[config.mk]
export PLATFORM = sky130hd
export DESIGN_NAME = deserializer
export DESIGN_NICKNAME = d
export VERILOG_FILES = /design/src/rtl/serdes_pkg.sv /design/src/rtl/deser_shift_reg.sv /design/src/rtl/deserializer.sv
export SDC_FILE = /design/constraint.sdc
export NUM_CORES = 1
export LEC_CHECK = 0
export BUFFER_PORTS_ARGS = -buffer_cell sky130_fd_sc_hd__buf_2
export CAP_MARGIN = 20
export CORE_ASPECT_RATIO = 1.25
export CORE_UTILIZATION = 47
export DETAILED_ROUTE_END_ITERATION = 16
export PLACE_DENSITY = 0.76
export RECOVER_POWER = 50
export SLEW_MARGIN = 0
export SYNTH_ARGS = -nofsm -noshare
export SYNTH_HDL_FRONTEND = slang
export SYNTH_SLANG_ARGS = --single-unit
[constraint.sdc]
create_clock -name clk_i -period 5.5 [get_ports clk_i]
set_clock_uncertainty 0.05 [all_clocks]
set_input_delay 1.375 -clock clk_i [delete_from_list [all_inputs] [get_ports clk_i]]
set_output_delay 1.375 -clock clk_i [all_outputs]
set_load 0.005 [all_outputs]
[src/rtl/serdes_pkg.sv]
// Shared definitions for the serial link: word width, length-code width and
// the deserializer state type. Length code 0 means a full DATA_W-bit word.
package serdes_pkg;

  localparam int DEF_DATA_W = 16;
  localparam int DEF_MOD_W  = $clog2(DEF_DATA_W);

  typedef enum logic {
    IDLE = 1'b0,
    RECV = 1'b1
  } deser_state_e;

endpackage : serdes_pkg

[src/rtl/deser_shift_reg.sv]
// Indexed bit-insert register: each written bit lands at DATA_W-1-cnt, so the
// first bit of a word ends up in the MSB. Synchronous clear wins over write.
module deser_shift_reg
  import serdes_pkg::*;
#(
  parameter int DATA_W = DEF_DATA_W
) (
  input  logic                      clk,
  input  logic                      arst,
  input  logic                      clr,
  input  logic                      wr,
  input  logic                      din,
  output logic [DATA_W-1:0]         data,
  output logic [DATA_W-1:0]         ins_data,
  output logic [$clog2(DATA_W):0]   cnt
);

  localparam int MOD_W = $clog2(DATA_W);

  logic [MOD_W-1:0] pos;

  // DATA_W is a power of two, so the low MOD_W bits of cnt fully address the word.
  assign pos = MOD_W'(DATA_W - 1) - cnt[MOD_W-1:0];

  // NOTE: give every always_comb output a full default first, or a latch is inferred.
  always_comb begin
    ins_data      = data;
    ins_data[pos] = din;
  end

  // NOTE: sequential state uses <= so all registers update from pre-edge values.
  always_ff @(posedge clk or posedge arst) begin
    if (arst) begin
      data <= '0;
      cnt  <= '0;
    end else if (clr) begin
      data <= '0;
      cnt  <= '0;
    end else if (wr) begin
      data <= ins_data;
      cnt  <= cnt + (MOD_W + 1)'(1);
    end
  end

endmodule : deser_shift_reg

[src/rtl/deserializer.sv]
// Serial-to-parallel receiver: MSB-first bits, words end on DATA_W bits or on
// a strobe gap, published with a registered one-cycle valid and length code.
module deserializer
  import serdes_pkg::*;
#(
  parameter int DATA_W = DEF_DATA_W,
  parameter int MOD_W  = $clog2(DATA_W)
) (
  input  logic              clk_i,
  input  logic              arst_i,
  input  logic              ser_data_i,
  input  logic              ser_data_val_i,
  output logic [DATA_W-1:0] deser_data_o,
  output logic [MOD_W-1:0]  deser_mod_o,
  output logic              deser_data_val_o
);

  deser_state_e      state;
  logic [DATA_W-1:0] sr_data;
  logic [DATA_W-1:0] sr_ins_data;
  logic [MOD_W:0]    cnt;
  logic              last_bit;
  logic              sr_clr;

  assign last_bit = (cnt == (MOD_W + 1)'(DATA_W - 1));
  // Any word end (full or gap) empties the register so the next bit starts at the MSB.
  assign sr_clr   = (state == RECV) && (!ser_data_val_i || last_bit);

  deser_shift_reg #(
    .DATA_W (DATA_W)
  ) u_shift_reg (
    .clk      (clk_i),
    .arst     (arst_i),
    .clr      (sr_clr),
    .wr       (ser_data_val_i),
    .din      (ser_data_i),
    .data     (sr_data),
    .ins_data (sr_ins_data),
    .cnt      (cnt)
  );

  always_ff @(posedge clk_i or posedge arst_i) begin
    if (arst_i) begin
      state            <= IDLE;
      deser_data_o     <= '0;
      deser_mod_o      <= '0;
      deser_data_val_o <= 1'b0;
    end else begin
      deser_data_val_o <= 1'b0;
      case (state)
        IDLE: begin
          if (ser_data_val_i) state <= RECV;
        end
        RECV: begin
          if (!ser_data_val_i) begin
            deser_data_o     <= sr_data;
            deser_mod_o      <= cnt[MOD_W-1:0];
            deser_data_val_o <= 1'b1;
            state            <= IDLE;
          end else if (last_bit) begin
            deser_data_o     <= sr_ins_data;
            deser_mod_o      <= '0;
            deser_data_val_o <= 1'b1;
            state            <= IDLE;
          end
        end
        default: state <= IDLE;
      endcase
    end
  end

endmodule : deserializer
==> run metrics <==
critical path required time=~5600 ps; ratio of final minimum period to clock period=roughly 67%; count of pins on the block boundary=25; post-CTS repair timing setup buffer count=0; area share of the leading cell type in the synthesized netlist=50.3%; chip width=roughly 62 microns; share of synthesized flip-flops with an asynchronous set or reset=100%; placeable core region=4390 sq um; number of antenna violations at the first check in global routing=0; gpl congestion=about 0.77; area added between synthesis and finish=9.12%; standard-cell rows=27; area taken by multi-input logic gates=901 sq um; Worst Setup End Kind=flop; pre-CTS WS=about 2200 ps; layer carrying the most global-route usage=met2; crit path kind=in -> reg; slowest stage cell on the critical path=sky130_fd_sc_hd__clkbuf_1; routed wirelength normalized by instance count=around 16 microns; total of flip-flops plus latches after synthesis=43; Post-synth EDFFs=0; total gr overflow=0; standby leakage power=around 1.1 nW; count of instances resized after the clock tree is built=0; remaining antenna violation count=0; Flop pwr share=roughly half; wire length of the first global-routing pass=around 7.6 mm; post-layout instance area=about 2300 sq um; fraction of met1 tracks used by global routing=approximately 28%; power share of the clock group=between 20% and 30%; unrepaired setup endpoints after global routing=false; Worst Slack Setup Final=1820 ps; hold buffer count at cts=0; final hold viol count=0; gate count after technology mapping=approximately 210; PortBufs=24; fraction of final layout cells with drive strength greater than 1=between 10% and 20%; cell-internal power=roughly 0.00061 W; die area=4830 sq um; height of the die=between 70 and 80 microns; post-synth design cell area=between 2000 and 2500 sq um; failing checks=max-capacitance violations, max-slew violations; dominant cells by area after synthesis=sky130_fd_sc_hd__dfrtp_1, sky130_fd_sc_hd__a21oi_1, sky130_fd_sc_hd__mux2i_1, sky130_fd_sc_hd__nand4b_1, sky130_fd_sc_hd__ha_1; Fmax achieved=0.272 GHz; Setup Total Neg Slack=0 ps; clk sink count=43; Max Cap Viol=1; number of max-slew violations in the final report=44; Net Count, Synth=around 210; met2 Track Usage GR=30.9%; power density cells=380 nW/um^2; status=finished with violations; count of nets after finishing=226; antenna diode instance count=0; Initial Util=between 40% and 50%; number of global-route vias before repair=1,493; clock period minus final worst setup slack=between 3000 and 4000 ps; CP Cell Sequence=clkbuf_1, nand2b_1, nand2_2, inv_2, o32ai_1; average size of a mapped cell=about 10 sq um; H-Tree Level Count=2; sequential area share after synthesis=between 50 and 60%; prevailing post-synth register cell=sky130_fd_sc_hd__dfrtp_1; Comb power frac=a little over a fifth; clock tree from TritonCTS=yes; filler cell count=393; via density per instance=between 5 and 6; most common cell after layout, fill and taps aside=sky130_fd_sc_hd__dfrtp_1; placed cell count=roughly 270; Critical Path AT=about 3800 ps; router iterations before antenna repair=5; net switching power=around 0.00027 W; final standard cell count with taps included and fillers excluded=276; final number of setup-violating endpoints=0; worst-case headroom to the max-slew limit=-49.9%; number of buffers on the longest clock path=2; Final Routed Wirelength=~4.4 mm; TritonCTS Buffers=5; Yosys top cell by area=sky130_fd_sc_hd__dfrtp_1; fraction of power spent switching nets=31.0%; worst-skew pair later-pin latency=300 ps; largest net degree at the start of global routing=between 40 and 50; CTS Root Buffer Type=sky130_fd_sc_hd__clkbuf_8; CP Launch Type=input port; drc violations=0; global-route total usage across every layer=roughly 20%; DRC marker count from the first detailed-route iteration=73; delay of the slowest cell on the worst path=around 750 ps; clock transition at the register clock pins on the worst setup and hold paths after CTS=80 ps; worst hold-check path type=reg -> reg; transition time of the tightest slew-check pin=2250 ps; DP HPWL=around 2.7 mm; register area=1080 sq um; critical path peak fanout=31; area of placed instances=between 2000 and 2500 sq um; Synthesis Warnings=0; via count=between 1,500 and 2,000; most frequent cells in the layout=sky130_fd_sc_hd__dfrtp_1, sky130_fd_sc_hd__a21oi_1, sky130_fd_sc_hd__buf_2, sky130_fd_sc_hd__mux2i_1; highest ir drop seen on vdd=~0.16 mV; fraction of met3 tracks used by global routing=3.68%; count of unique library cells instantiated by Yosys=37
-- Yosys cell counts, types with 5 or more instances --
cell                        n
sky130_fd_sc_hd__o21ai_0    7
sky130_fd_sc_hd__nand4b_1   8
sky130_fd_sc_hd__clkbuf_1   6
sky130_fd_sc_hd__a21oi_1   30
sky130_fd_sc_hd__a32o_1     6
sky130_fd_sc_hd__inv_1     12
sky130_fd_sc_hd__o22ai_1    5
sky130_fd_sc_hd__nand2_1   11
sky130_fd_sc_hd__dfrtp_1   43
sky130_fd_sc_hd__o31ai_1    5
sky130_fd_sc_hd__mux2i_1   13
sky130_fd_sc_hd__nand4_1    8
sky130_fd_sc_hd__buf_2     10
sky130_fd_sc_hd__ha_1       5
-- worst paths after layout --
kind	slack [ps]	to	from	cells after the start
setup reg to reg	2520	u_shift_reg.data[3]$_DFFE_PP0P_	u_shift_reg.cnt[2]$_DFFE_PP0P_	6
hold reg to reg	430	u_shift_reg.cnt[4]$_DFFE_PP0P_	u_shift_reg.cnt[4]$_DFFE_PP0P_	2
max in group asynchronous	2290	u_shift_reg.data[5]$_DFFE_PP0P_	arst_i	3
min in group asynchronous	1830	u_shift_reg.data[10]$_DFFE_PP0P_	arst_i	3
hold / removal	430	u_shift_reg.cnt[4]$_DFFE_PP0P_	u_shift_reg.cnt[4]$_DFFE_PP0P_	2
setup / recovery	1820	u_shift_reg.data[14]$_DFFE_PP0P_	ser_data_val_i	5
-- stage by stage --
stage / hold slack (ps) / total power (W) / utilization (%)
after detailed placement: 416 / 0.000640 / 50.9
after floorplan: 399 / 0.000574 / -
final: 430 / 0.000887 / 53.2
after global placement: 412 / 0.000633 / 50.9
after CTS: 435 / 0.000896 / 53.6
after global routing: 486 / 0.000942 / 53.2
-- critical path, delay by kind of cell --
kind            cells  cell delay (ps)
simple gates        2             1040
buf+inv             2             1020
compound gates      1              360
-- state kept, by name, indices dropped and copies added, names as in the netlist --
name	cells
deser_data_o	16
deser_data_val_o	1
deser_mod_o	4
state	1
u_shift_reg.cnt	5
u_shift_reg.data	16
-- layer usage --
layer,vias to the layer above,wire length [microns]
li1,783,-
met1,782,2130
met2,51,2080
met3,9,158
met4,0,72
met5,-,0
-- power by group through the flow --
stage	Sequential, W	Combinational (W)	Clock [W]
2_1_floorplan	0.000418	0.000156	0
3_3_place_gp	0.000442	0.000191	0
3_5_place_dp	0.000446	0.000194	0
4_1_cts	0.000440	0.000195	0.000260
5_1_grt	0.000451	0.000221	0.000271
6_report	0.000441	0.000192	0.000254
-- cells by family after synthesis --
family / share of synthesized area, %
AOI/OAI and AO/OA: 20.1
adders and majority gates: 2.92
and+or+nand+nor: 13.1
muxes: 6.08
xor gates and xnor gates: 0.409
buffers and inverters: 7.13
DFF: 50.3
-- area by class of cell --
cell class	instances	share of cell area, %
Clock buffer	6	3.54
Sequential cell	43	46.1
Timing Repair Buffer	25	5.14
Multi-Input combinational cell	129	38.6
Tap cell	58	3.11
Inverter	13	2.09
Clock inverter	2	1.50
Note: power is estimated with default switching activity, not from simulation.
